==> src/rtl/uart_wb_pkg.sv <==
// Shared constants and FSM encoding for the UART-to-Wishbone command bridge.
package uart_wb_pkg;

    // Command opcodes received from the host
    localparam logic [7:0] OPC_WRITE = 8'h57;  // 'W'
    localparam logic [7:0] OPC_READ  = 8'h52;  // 'R'

    // Status bytes returned to the host
    localparam logic [7:0] ST_OK  = 8'h4B;     // 'K'
    localparam logic [7:0] ST_ERR = 8'h45;     // 'E'
    localparam logic [7:0] ST_TMO = 8'h54;     // 'T'
    localparam logic [7:0] ST_BAD = 8'h3F;     // '?'

    typedef enum logic [2:0] {
        S_IDLE      = 3'd0,
        S_ADDR      = 3'd1,
        S_DATA      = 3'd2,
        S_BUS_REQ   = 3'd3,
        S_BUS_WAIT  = 3'd4,
        S_RESP_STAT = 3'd5,
        S_RESP_DATA = 3'd6
    } state_t;

    function automatic logic is_opcode(input logic [7:0] b);
        return (b == OPC_WRITE) || (b == OPC_READ);
    endfunction

endpackage

==> src/rtl/uart_wb_master_if.sv <==
// Wishbone pipelined single-master bus (8-bit data, one select bit).
interface uart_wb_master_if #(
    parameter int ADDR_WIDTH = 32
);
    logic                  cyc;
    logic                  stb;
    logic                  we;
    logic [ADDR_WIDTH-1:0] addr;
    logic [7:0]            wdata;
    logic                  sel;
    logic                  stall;
    logic                  ack;
    logic [7:0]            rdata;
    logic                  err;

    modport master (
        output cyc, stb, we, addr, wdata, sel,
        input  stall, ack, rdata, err
    );

    modport slave (
        input  cyc, stb, we, addr, wdata, sel,
        output stall, ack, rdata, err
    );
endinterface

==> src/rtl/wb_timeout_cnt.sv <==
// Bus-cycle watchdog: counts cycles while enabled, flags the cycle in which
// the count reaches TIMEOUT_CYC so the owner can drop CYC on the next edge.
module wb_timeout_cnt #(
    parameter int TIMEOUT_CYC = 1024
) (
    input  logic CLK,
    input  logic rstn,
    input  logic clr,
    input  logic en,
    output logic tc
);
    localparam int            W    = $clog2(TIMEOUT_CYC + 1);
    localparam logic [W-1:0] LAST = W'(TIMEOUT_CYC - 1);
    localparam logic [W-1:0] TERM = W'(TIMEOUT_CYC);

    logic [W-1:0] cnt;

    // Clear has priority; count saturates so it can never wrap back to zero.
    always_ff @(posedge CLK) begin
        if (!rstn) begin
            cnt <= '0;
        end else if (clr) begin
            cnt <= '0;
        end else if (en && (cnt != TERM)) begin
            cnt <= cnt + W'(1);
        end
    end

    // Asserted during the TIMEOUT_CYC-th enabled cycle.
    assign tc = en && (cnt == LAST);
endmodule

==> src/rtl/uart_wb_master.sv <==
// Host command bridge: UART byte stream -> single 8-bit Wishbone transfers,
// status and read data returned as a UART byte stream.
//
// Handshakes: a byte moves on rx (or tx) at a rising edge where valid and
// ready are both high; the sender keeps valid and data stable until then,
// and the receiver may toggle ready freely.
module uart_wb_master
    import uart_wb_pkg::*;
#(
    parameter int ADDR_WIDTH  = 32,  // at most 32: always sent as 4 bytes
    parameter int TIMEOUT_CYC = 1024
) (
    input  logic                    CLK,
    input  logic                    rstn,
    input  logic [7:0]              rx_data,
    input  logic                    rx_valid,
    output logic                    rx_ready,
    output logic [7:0]              tx_data,
    output logic                    tx_valid,
    input  logic                    tx_ready,
    uart_wb_master_if.master        wb,
    output state_t                  dbg_state
);

    state_t                state;
    logic [1:0]            byte_cnt;
    logic [23:0]           addr_hi;
    logic [31:0]           addr_next;
    logic [7:0]            status;
    logic [7:0]            rdata_q;
    logic                  cyc_q;
    logic                  stb_q;
    logic                  we_q;
    logic                  sel_q;
    logic [ADDR_WIDTH-1:0] addr_q;
    logic [7:0]            wdata_q;
    logic                  rx_fire;
    logic                  tmo;

    assign rx_fire   = rx_valid && rx_ready;
    assign addr_next = {addr_hi, rx_data};
    assign dbg_state = state;

    assign wb.cyc   = cyc_q;
    assign wb.stb   = stb_q;
    assign wb.we    = we_q;
    assign wb.sel   = sel_q;
    assign wb.addr  = addr_q;
    assign wb.wdata = wdata_q;

    // Watchdog runs only while CYC is high and is held clear otherwise,
    // so every bus transfer starts from zero.
    wb_timeout_cnt #(.TIMEOUT_CYC(TIMEOUT_CYC)) u_tmo (
        .CLK  (CLK),
        .rstn (rstn),
        .clr  (!cyc_q),
        .en   (cyc_q),
        .tc   (tmo)
    );

    // Command parser, bus sequencer and response sender with registered outputs.
    always_ff @(posedge CLK) begin
        if (!rstn) begin
            state    <= S_IDLE;
            byte_cnt <= 2'd0;
            addr_hi  <= '0;
            status   <= ST_OK;
            rdata_q  <= 8'h00;
            rx_ready <= 1'b0;
            tx_valid <= 1'b0;
            tx_data  <= 8'h00;
            cyc_q    <= 1'b0;
            stb_q    <= 1'b0;
            we_q     <= 1'b0;
            sel_q    <= 1'b0;
            addr_q   <= '0;
            wdata_q  <= 8'h00;
        end else begin
            case (state)
                S_IDLE: begin
                    rx_ready <= 1'b1;
                    if (rx_fire) begin
                        if (is_opcode(rx_data)) begin
                            we_q     <= (rx_data == OPC_WRITE);
                            byte_cnt <= 2'd0;
                            state    <= S_ADDR;
                        end else begin
                            status   <= ST_BAD;
                            rx_ready <= 1'b0;
                            state    <= S_RESP_STAT;
                        end
                    end
                end

                S_ADDR: begin
                    rx_ready <= 1'b1;
                    if (rx_fire) begin
                        addr_hi  <= addr_next[23:0];
                        byte_cnt <= byte_cnt + 2'd1;
                        if (byte_cnt == 2'd3) begin
                            addr_q <= ADDR_WIDTH'(addr_next);
                            if (we_q) begin
                                state <= S_DATA;
                            end else begin
                                // Read: launch the bus cycle straight away
                                rx_ready <= 1'b0;
                                cyc_q    <= 1'b1;
                                stb_q    <= 1'b1;
                                sel_q    <= 1'b1;
                                state    <= S_BUS_REQ;
                            end
                        end
                    end
                end

                S_DATA: begin
                    rx_ready <= 1'b1;
                    if (rx_fire) begin
                        wdata_q  <= rx_data;
                        rx_ready <= 1'b0;
                        cyc_q    <= 1'b1;
                        stb_q    <= 1'b1;
                        sel_q    <= 1'b1;
                        state    <= S_BUS_REQ;
                    end
                end

                S_BUS_REQ: begin
                    // Only the non-stalled (accept) cycle can complete the
                    // transfer; completion outranks the watchdog.
                    if (!wb.stall) begin
                        stb_q <= 1'b0;
                        sel_q <= 1'b0;
                        if (wb.err) begin
                            status <= ST_ERR;
                            cyc_q  <= 1'b0;
                            state  <= S_RESP_STAT;
                        end else if (wb.ack) begin
                            status  <= ST_OK;
                            rdata_q <= wb.rdata;
                            cyc_q   <= 1'b0;
                            state   <= S_RESP_STAT;
                        end else if (tmo) begin
                            status <= ST_TMO;
                            cyc_q  <= 1'b0;
                            state  <= S_RESP_STAT;
                        end else begin
                            state <= S_BUS_WAIT;
                        end
                    end else if (tmo) begin
                        stb_q  <= 1'b0;
                        sel_q  <= 1'b0;
                        cyc_q  <= 1'b0;
                        status <= ST_TMO;
                        state  <= S_RESP_STAT;
                    end
                end

                S_BUS_WAIT: begin
                    if (wb.err) begin
                        status <= ST_ERR;
                        cyc_q  <= 1'b0;
                        state  <= S_RESP_STAT;
                    end else if (wb.ack) begin
                        status  <= ST_OK;
                        rdata_q <= wb.rdata;
                        cyc_q   <= 1'b0;
                        state   <= S_RESP_STAT;
                    end else if (tmo) begin
                        status <= ST_TMO;
                        cyc_q  <= 1'b0;
                        state  <= S_RESP_STAT;
                    end
                end

                S_RESP_STAT: begin
                    if (!tx_valid) begin
                        tx_valid <= 1'b1;
                        tx_data  <= status;
                    end else if (tx_ready) begin
                        tx_valid <= 1'b0;
                        if (!we_q && (status == ST_OK)) begin
                            state <= S_RESP_DATA;
                        end else begin
                            state <= S_IDLE;
                        end
                    end
                end

                S_RESP_DATA: begin
                    if (!tx_valid) begin
                        tx_valid <= 1'b1;
                        tx_data  <= rdata_q;
                    end else if (tx_ready) begin
                        tx_valid <= 1'b0;
                        state    <= S_IDLE;
                    end
                end

                default: begin
                    state <= S_IDLE;
                end
            endcase
        end
    end

endmodule

==> src/flat_wrapper.sv <==
// flat-port wrapper written by rule: the top's interface ports become plain ports
module uart_wb_master_flat import uart_wb_pkg::*;
#(
    parameter int ADDR_WIDTH  = 32,                                       
    parameter int TIMEOUT_CYC = 1024
)
  (CLK, rstn, rx_data, rx_valid, rx_ready, tx_data, tx_valid, tx_ready, dbg_state, wb_cyc, wb_stb, wb_we, wb_addr, wb_wdata, wb_sel, wb_stall, wb_ack, wb_rdata, wb_err);
  uart_wb_master_if #(.ADDR_WIDTH(ADDR_WIDTH)) wb_i ();
  input  logic CLK;
  input  logic rstn;
  input  logic [7:0] rx_data;
  input  logic rx_valid;
  output logic rx_ready;
  output logic [7:0] tx_data;
  output logic tx_valid;
  input  logic tx_ready;
  output state_t dbg_state;
  output wire logic [$bits(wb_i.cyc)-1:0] wb_cyc;
  output wire logic [$bits(wb_i.stb)-1:0] wb_stb;
  output wire logic [$bits(wb_i.we)-1:0] wb_we;
  output wire logic [$bits(wb_i.addr)-1:0] wb_addr;
  output wire logic [$bits(wb_i.wdata)-1:0] wb_wdata;
  output wire logic [$bits(wb_i.sel)-1:0] wb_sel;
  input wire logic [$bits(wb_i.stall)-1:0] wb_stall;
  input wire logic [$bits(wb_i.ack)-1:0] wb_ack;
  input wire logic [$bits(wb_i.rdata)-1:0] wb_rdata;
  input wire logic [$bits(wb_i.err)-1:0] wb_err;
  assign wb_cyc = wb_i.cyc;
  assign wb_stb = wb_i.stb;
  assign wb_we = wb_i.we;
  assign wb_addr = wb_i.addr;
  assign wb_wdata = wb_i.wdata;
  assign wb_sel = wb_i.sel;
  assign wb_i.stall = wb_stall;
  assign wb_i.ack = wb_ack;
  assign wb_i.rdata = wb_rdata;
  assign wb_i.err = wb_err;
  uart_wb_master #(.ADDR_WIDTH(ADDR_WIDTH), .TIMEOUT_CYC(TIMEOUT_CYC)) u_core (.CLK(CLK), .rstn(rstn), .rx_data(rx_data), .rx_valid(rx_valid), .rx_ready(rx_ready), .tx_data(tx_data), .tx_valid(tx_valid), .tx_ready(tx_ready), .wb(wb_i), .dbg_state(dbg_state));
endmodule
==> config.mk <==
export PLATFORM = sky130hd
export DESIGN_NAME = uart_wb_master_flat
export DESIGN_NICKNAME = d
export VERILOG_FILES = /design/src/rtl/uart_wb_pkg.sv /design/src/rtl/uart_wb_master_if.sv /design/src/rtl/wb_timeout_cnt.sv /design/src/rtl/uart_wb_master.sv /design/src/flat_wrapper.sv
export SDC_FILE = /design/constraint.sdc
export NUM_CORES = 1
export LEC_CHECK = 0
export ABC_AREA = 1
export CAP_MARGIN = 20
export CORE_UTILIZATION = 47
export DETAILED_ROUTE_END_ITERATION = 12
export PLACE_DENSITY_LB_ADDON = 0.05
export SYNTH_ARGS = -nofsm -noshare
export SYNTH_HDL_FRONTEND = slang
export SYNTH_SLANG_ARGS = --single-unit
==> constraint.sdc <==
create_clock -name CLK -period 1.55 [get_ports CLK]
set_clock_uncertainty 0.1 [all_clocks]
set_input_delay 0.155 -clock CLK [delete_from_list [all_inputs] [get_ports CLK]]
set_output_delay 0.155 -clock CLK [all_outputs]
set_load 0.02 [all_outputs]
-- Yosys cells after proc, flatten, opt, wreduce, memory -nomap -nowiden
Cells that the tools add are included.
- output and inout bits: 57
- register bits after elaboration: 109
- equality and inequality tests: 27
- reduce and logical (&&, ||, !) cells: 27
- $add $sub $neg: 2
- mux-type cells: 58
- operator list (operator ; count):
    2-to-1 mux 8 bit ; 11
    2-to-1 mux 3 bit ; 16
    case mux 8 bit (2 select lines) ; 2
    equality test 8 x 7 -> 1 bit (second input constant) ; 3
    case mux 8 bit (3 select lines) ; 1
    case mux 3 bit (7 select lines) ; 1
    2-to-1 mux 1 bit ; 20
    != test 2 x 1 -> 1 bit (second input constant) ; 7
    != test 2 bit (second input constant) ; 7
    AND reduction 3 bit ; 4
    adder 11 x 1 -> 11 bit (second input constant) ; 1
    equality test 11 x 10 -> 1 bit (second input constant) ; 1
    != test 11 bit (second input constant) ; 1
    equality test 3 bit (second input constant) ; 3
    nonzero test 3 bit ; 3
    AND reduction 2 bit ; 4
    AND reduction 8 bit ; 1
    equality test 3 x 2 -> 1 bit (second input constant) ; 2
    2-to-1 mux 2 bit ; 3
    case mux 1 bit (3 select lines) ; 2
    AND reduction 6 bit ; 1
    nonzero test 2 bit ; 3
    AND reduction 5 bit ; 1
    logical AND 1 bit ; 4
    other kinds (12) ; 12

-- Logic depth before layout (Yosys ltp)
- word-level depth: 7
- depth in mapped cells: 11

-- Hierarchy
Synthesis repeated with hierarchy kept, for this count alone.
- cell total of the unflattened synthesis: 656
- area total of the unflattened synthesis: 4893.4 um^2
- modules (own cells, without submodules) (module ; seq. area each (um^2) ; area an instance (um^2) ; cells an instance ; instances):
    uart_wb_master ; 1961.9 ; 4146.5 ; 539 ; 1
    wb_timeout_cnt ; 220.2 ; 747.0 ; 117 ; 1

-- Least setup slack after synthesis
No wires, ideal clock.
- path type: register to register
- start point: register u_core.state[1], in the netlist u_core.dbg_state[1]
- end point: register u_core.rdata_q[6]
- cell stages (with the launch flop): 12
- setup slack: -0.171 ns
- arrival: 1.505 ns
- library setup time: 0.116 ns
- path buffers: 2
- data required time: 1.334 ns
- period minus slack after synthesis: 1.721 ns
- cells stage by stage: dfxtp_1 -> buf_2 -> nand2_2 -> nor2_4 -> inv_2 -> nand2_2 -> inv_2 -> nor2_2 -> inv_2 -> buf_6 -> o21ai_1 -> a21oi_1
- longest elaborated chain between the ends: 3
- ends and longest elaborated chain (item ; line ; text):
    from (decl) ; uart_wb_master.sv:25 ; state_t state;
    from (signal assigned) ; uart_wb_master.sv:64 ; state <= S_IDLE;
    from (signal assigned) ; uart_wb_master.sv:86 ; state <= S_ADDR;
    from (signal assigned) ; uart_wb_master.sv:90 ; state <= S_RESP_STAT;
    equality test 3 x 2 -> 1 bit or equality test 3 bit (tied branches) ; uart_wb_master.sv:79 ; case (state)
    != test 2 bit (no source line) or nonzero test 2 bit (tied branches) ; - ;
    AND reduction 2 bit (no source line) ; - ;
    to (signal assigned) ; uart_wb_master.sv:140 ; rdata_q <= wb.rdata;
    to (signal assigned) ; uart_wb_master.sv:166 ; rdata_q <= wb.rdata;
    to (decl) ; uart_wb_master.sv:30 ; logic [7:0] rdata_q;
Several ways; a longest one is shown, not always the timed one.
A chain may end at the register's enable or synchronous reset.

-- Final worst setup path
- start point: register u_core.state[1], in the netlist u_core.dbg_state[1]
- end point: register u_core.addr_q[16], in the netlist u_core.wb.addr[16]
- longest elaborated chain between the ends: 2
- ends and longest elaborated chain (item ; line ; text):
    equality test 3 x 1 -> 1 bit ; uart_wb_master.sv:79 ;
    AND reduction 3 bit (no source line) ; - ;
    to (signal assigned) ; uart_wb_master.sv:101 ; addr_q <= ADDR_WIDTH'(addr_next);
    to (decl) ; uart_wb_master.sv:35 ; logic [ADDR_WIDTH-1:0] addr_q;
Every way passes these cells.

==> results.cfg <==
[outcome]
status = finished with violations
failed_checks = negative setup slack

[grt]
grt_pass1_wl_um = 19100
grt_overflow = 0
grt_antenna_before_repair = 0
maximum_number_of_pins_on_one_net_before_global_route_repair = 46
grt_pass1_vias = 4234
track_usage_pct = 23.7

[placed_design]
routabilityCongestion = 0.853
placement.setup.worst_slack_ns = -0.337
placement.cell_area_um2 = 5880
detailedPlacementHpwl_um = 7970
numPortBuffers = 79

[die]
pin_count = 80
die_y_extent_um = 101
row_count = 35
die-width_um = 101
core_um2 = 9330
floorplan.die_area_um2 = 10100
initial_core_util_pct = 49.0

[detailed_routing]
avgRoutedWirePerCell_um = 14.1
routed-via-count = 4483
remaining_drc_errors = 0
route.antenna.remaining_nets = 0
totalWireLength_um = 12400
initialDrtViolationCount = 131
drt_pass1_iterations = 4
vias_per_cell = 5.12

[worst_setup_path]
arrival_ns = 1.80
critical_path.max_stage_delay_ns = 0.41
r2r_cells = 9
timing.critical_path.from = u_core.dbg_state[1]
regToRegStartpoint = u_core.dbg_state[1]
critical_path_buf_inv_count = 4
cpMaxStageDelayCell = dfxtp_4
critical_path.max_fanout = 7
reg2reg_slack_ns = -0.05
crit_path_cell_trace = inv_4 > nand3_4 > nor2_8 > inv_4 > nor2_4 > buf_12 > clkbuf_16 > nor2_4 > a211oi_2
timing.critical_path.to_type = flop
path_class = reg -> reg
worst-endpoint-required_ns = 1.75
critical_path_depth = 9
path_delay_family = buffers and inverters
timing.critical_path.from_type = flop
worst_r2r_end = u_core.wb.addr[16]

[hold_path]
hold_start = rstn
whs_path_depth = 4
hold_class = in -> reg
hold_path_end = u_core.u_tmo.cnt[6]

[sta]
finalWorstPathRequiredPeriod_ns = 1.60
setup-violations-final = 12
report.final.hold_viol_count = 0
rsz0062_at_grt = true
timing.final.max_slew_violations = 0
period_utilisation_layout_pct = 103
worst_slack_ns = -0.0530
max_freq_mhz = 624
relative_slew_slack_pct = 79.3
timing_worst_slew_pin_value_ns = 0.311

[clocking]
cts.sinks = 109
clk_pin_slew_ns = 0.11
cts_root_buffer = clkbuf_8
worstSkewPairLatency_ns = 0.38
htree_levels = 3
post_cts_hold_buffer_count = 0
clockBufferDepth = 2
cts_inserted_buffers = 9
tritoncts = built

[power_and_ir_drop]
fin_total_pwr_mw = 7.61
static-leakage-power_nw = 2.82
power-per-cell-area_nw_per_um2 = 1150
vdd.ir_drop.worst_mv = 0.656

[logic_synthesis]
synth_ff_type = dfxtp_1
yosysWarningCount = 0
synth.area.top_cells = dfxtp_1 48%, nand2_1 7.6%, a21oi_1 7.2%
syn_nets = 627
async_reset_ff_share_pct = 0
seq_area_frac_synth_pct = 47.7
ys_seq_elements = 109
syn-cell-area_um2 = 4570
synth-edff-count = 0
synthDominantCellAreaShare_pct = 47.7
synth.avg_cell_area_um2 = 7.61
netlist_instances = 601
synth_cell_types = 34
cell_taking_the_most_area_after_synthesis = dfxtp_1

[final_layout]
layout-drive-gt1-share_pct = 27.9
layout-area-overhead-vs-synth_pct = 45.1
multi_input_area_um2 = 2330
area_occupied_by_registers_um2 = 2200
fin_area_um2 = 6640
final_nets = 767
diodes = 0
fill_cells = 789

[job]
timing.max_cap.violations = 0
cell families after synthesis:
kind of cell	after synthesis	synth area share, %
simple gates	214	20.6
compound gates	171	21.0
flops	109	47.7
buf+inv	101	9.27
xor+xnor	3	0.575
fa+ha+maj	3	0.821
worst max-delay path by stage:
stage,to
2_1_floorplan,u_core.rdata_q[6]
3_3_place_gp,u_core.status[4]
3_5_place_dp,u_core.status[0]
4_1_cts,u_core.u_tmo.cnt[5]
5_1_grt,u_core.wb.addr[3]
6_report,u_core.wb.addr[16]
metal layers:
metal	track usage [%]	vias up	share of wire, %
met4	7.58	0	1.4
met1	29.2	2110	44
met2	41.6	102	51
met5	0	-	0
met3	4.79	15	3.9
li1	-	2256	-
through the flow:
stage               util, %  instances   TNS, ns  hold slack, ns
CTS                    66.0        862  -0.00785           0.123
global placement       63.0        841     -6.37           0.340
global route           71.1        875     -2.93           0.154
floorplan                 -        601    -0.166           0.190
detailed placement     63.0        841     -8.60           0.342
finish                 71.1        875    -0.199           0.146
layout make-up:
class                      instances  share of cell area, %
clock buffer                       9                   1.87
sequential                       109                   33.2
timing repair buffer             156                   21.4
multi-input combinational        391                   35.1
inverter                          74                   4.47
tap                              129                   2.43
clock inverter                     7                   1.60
worst reg2reg max path: stages, from the launching register on:
cell,delay (ns)
dfxtp_4,0.41
inv_4,0.08
nand3_4,0.10
nor2_8,0.11
inv_4,0.05
nor2_4,0.14
buf_12,0.14
clkbuf_16,0.16
nor2_4,0.03
a211oi_2,0.20
Yosys cell counts, types with 2 or more instances:
| library cell | count |
|---|---|
| a211oi_1 | 26 |
| a21oi_1 | 66 |
| a21oi_2 | 6 |
| buf_2 | 7 |
| buf_4 | 3 |
| buf_6 | 3 |
| clkbuf_1 | 13 |
| dfxtp_1 | 109 |
| ha_1 | 3 |
| inv_1 | 68 |
| inv_2 | 5 |
| nand2_1 | 93 |
| nand2_2 | 8 |
| nand3_1 | 15 |
| nand4_1 | 9 |
| nor2_1 | 72 |
| nor2_4 | 3 |
| nor3_1 | 8 |
| nor3b_1 | 2 |
| o211ai_1 | 2 |
| o21a_1 | 2 |
| o21ai_0 | 65 |
| xnor2_1 | 2 |
cells in the final DEF (no fill, tap or decap), types with 21 or more instances in the layout:
master / n
dlygate4sd2_1: 56
dfxtp_1: 100
nand2_1: 80
inv_1: 63
a21oi_1: 62
clkdlybuf4s50_1: 21
nor2_1: 58
buf_4: 63
o21ai_0: 44
state kept, by name, indices dropped and copies added, names as in the netlist:
name and cells:
u_core.tx_data 8, u_core.wb.stb 1, u_core.addr_hi 24, u_core.dbg_state 3
u_core.rdata_q 8, u_core.wb.addr 32, u_core.tx_valid 1, u_core.status 8
u_core.byte_cnt 2, u_core.wb.cyc 1, u_core.rx_ready 1, u_core.u_tmo.cnt 11
u_core.wb.wdata 8, u_core.wb.we 1
power breakdown:
| group | internal (mW) | switching [mW] | leakage [nW] |
|---|---|---|---|
| clock network | 0.802 | 1.10 | 0.110 |
| logic | 0.992 | 1.37 | 1.83 |
| registers | 3.09 | 0.258 | 0.886 |
what timing repair did:
item,4_1_cts,5_1_grt
endpoints found under the setup margin,88,61
cloned,1,5
hold endpoints to repair,0,0
resized for setup,86,103
pin swaps,9,18
buffers inserted,4,9
Note: power is estimated with default switching activity, not from simulation.
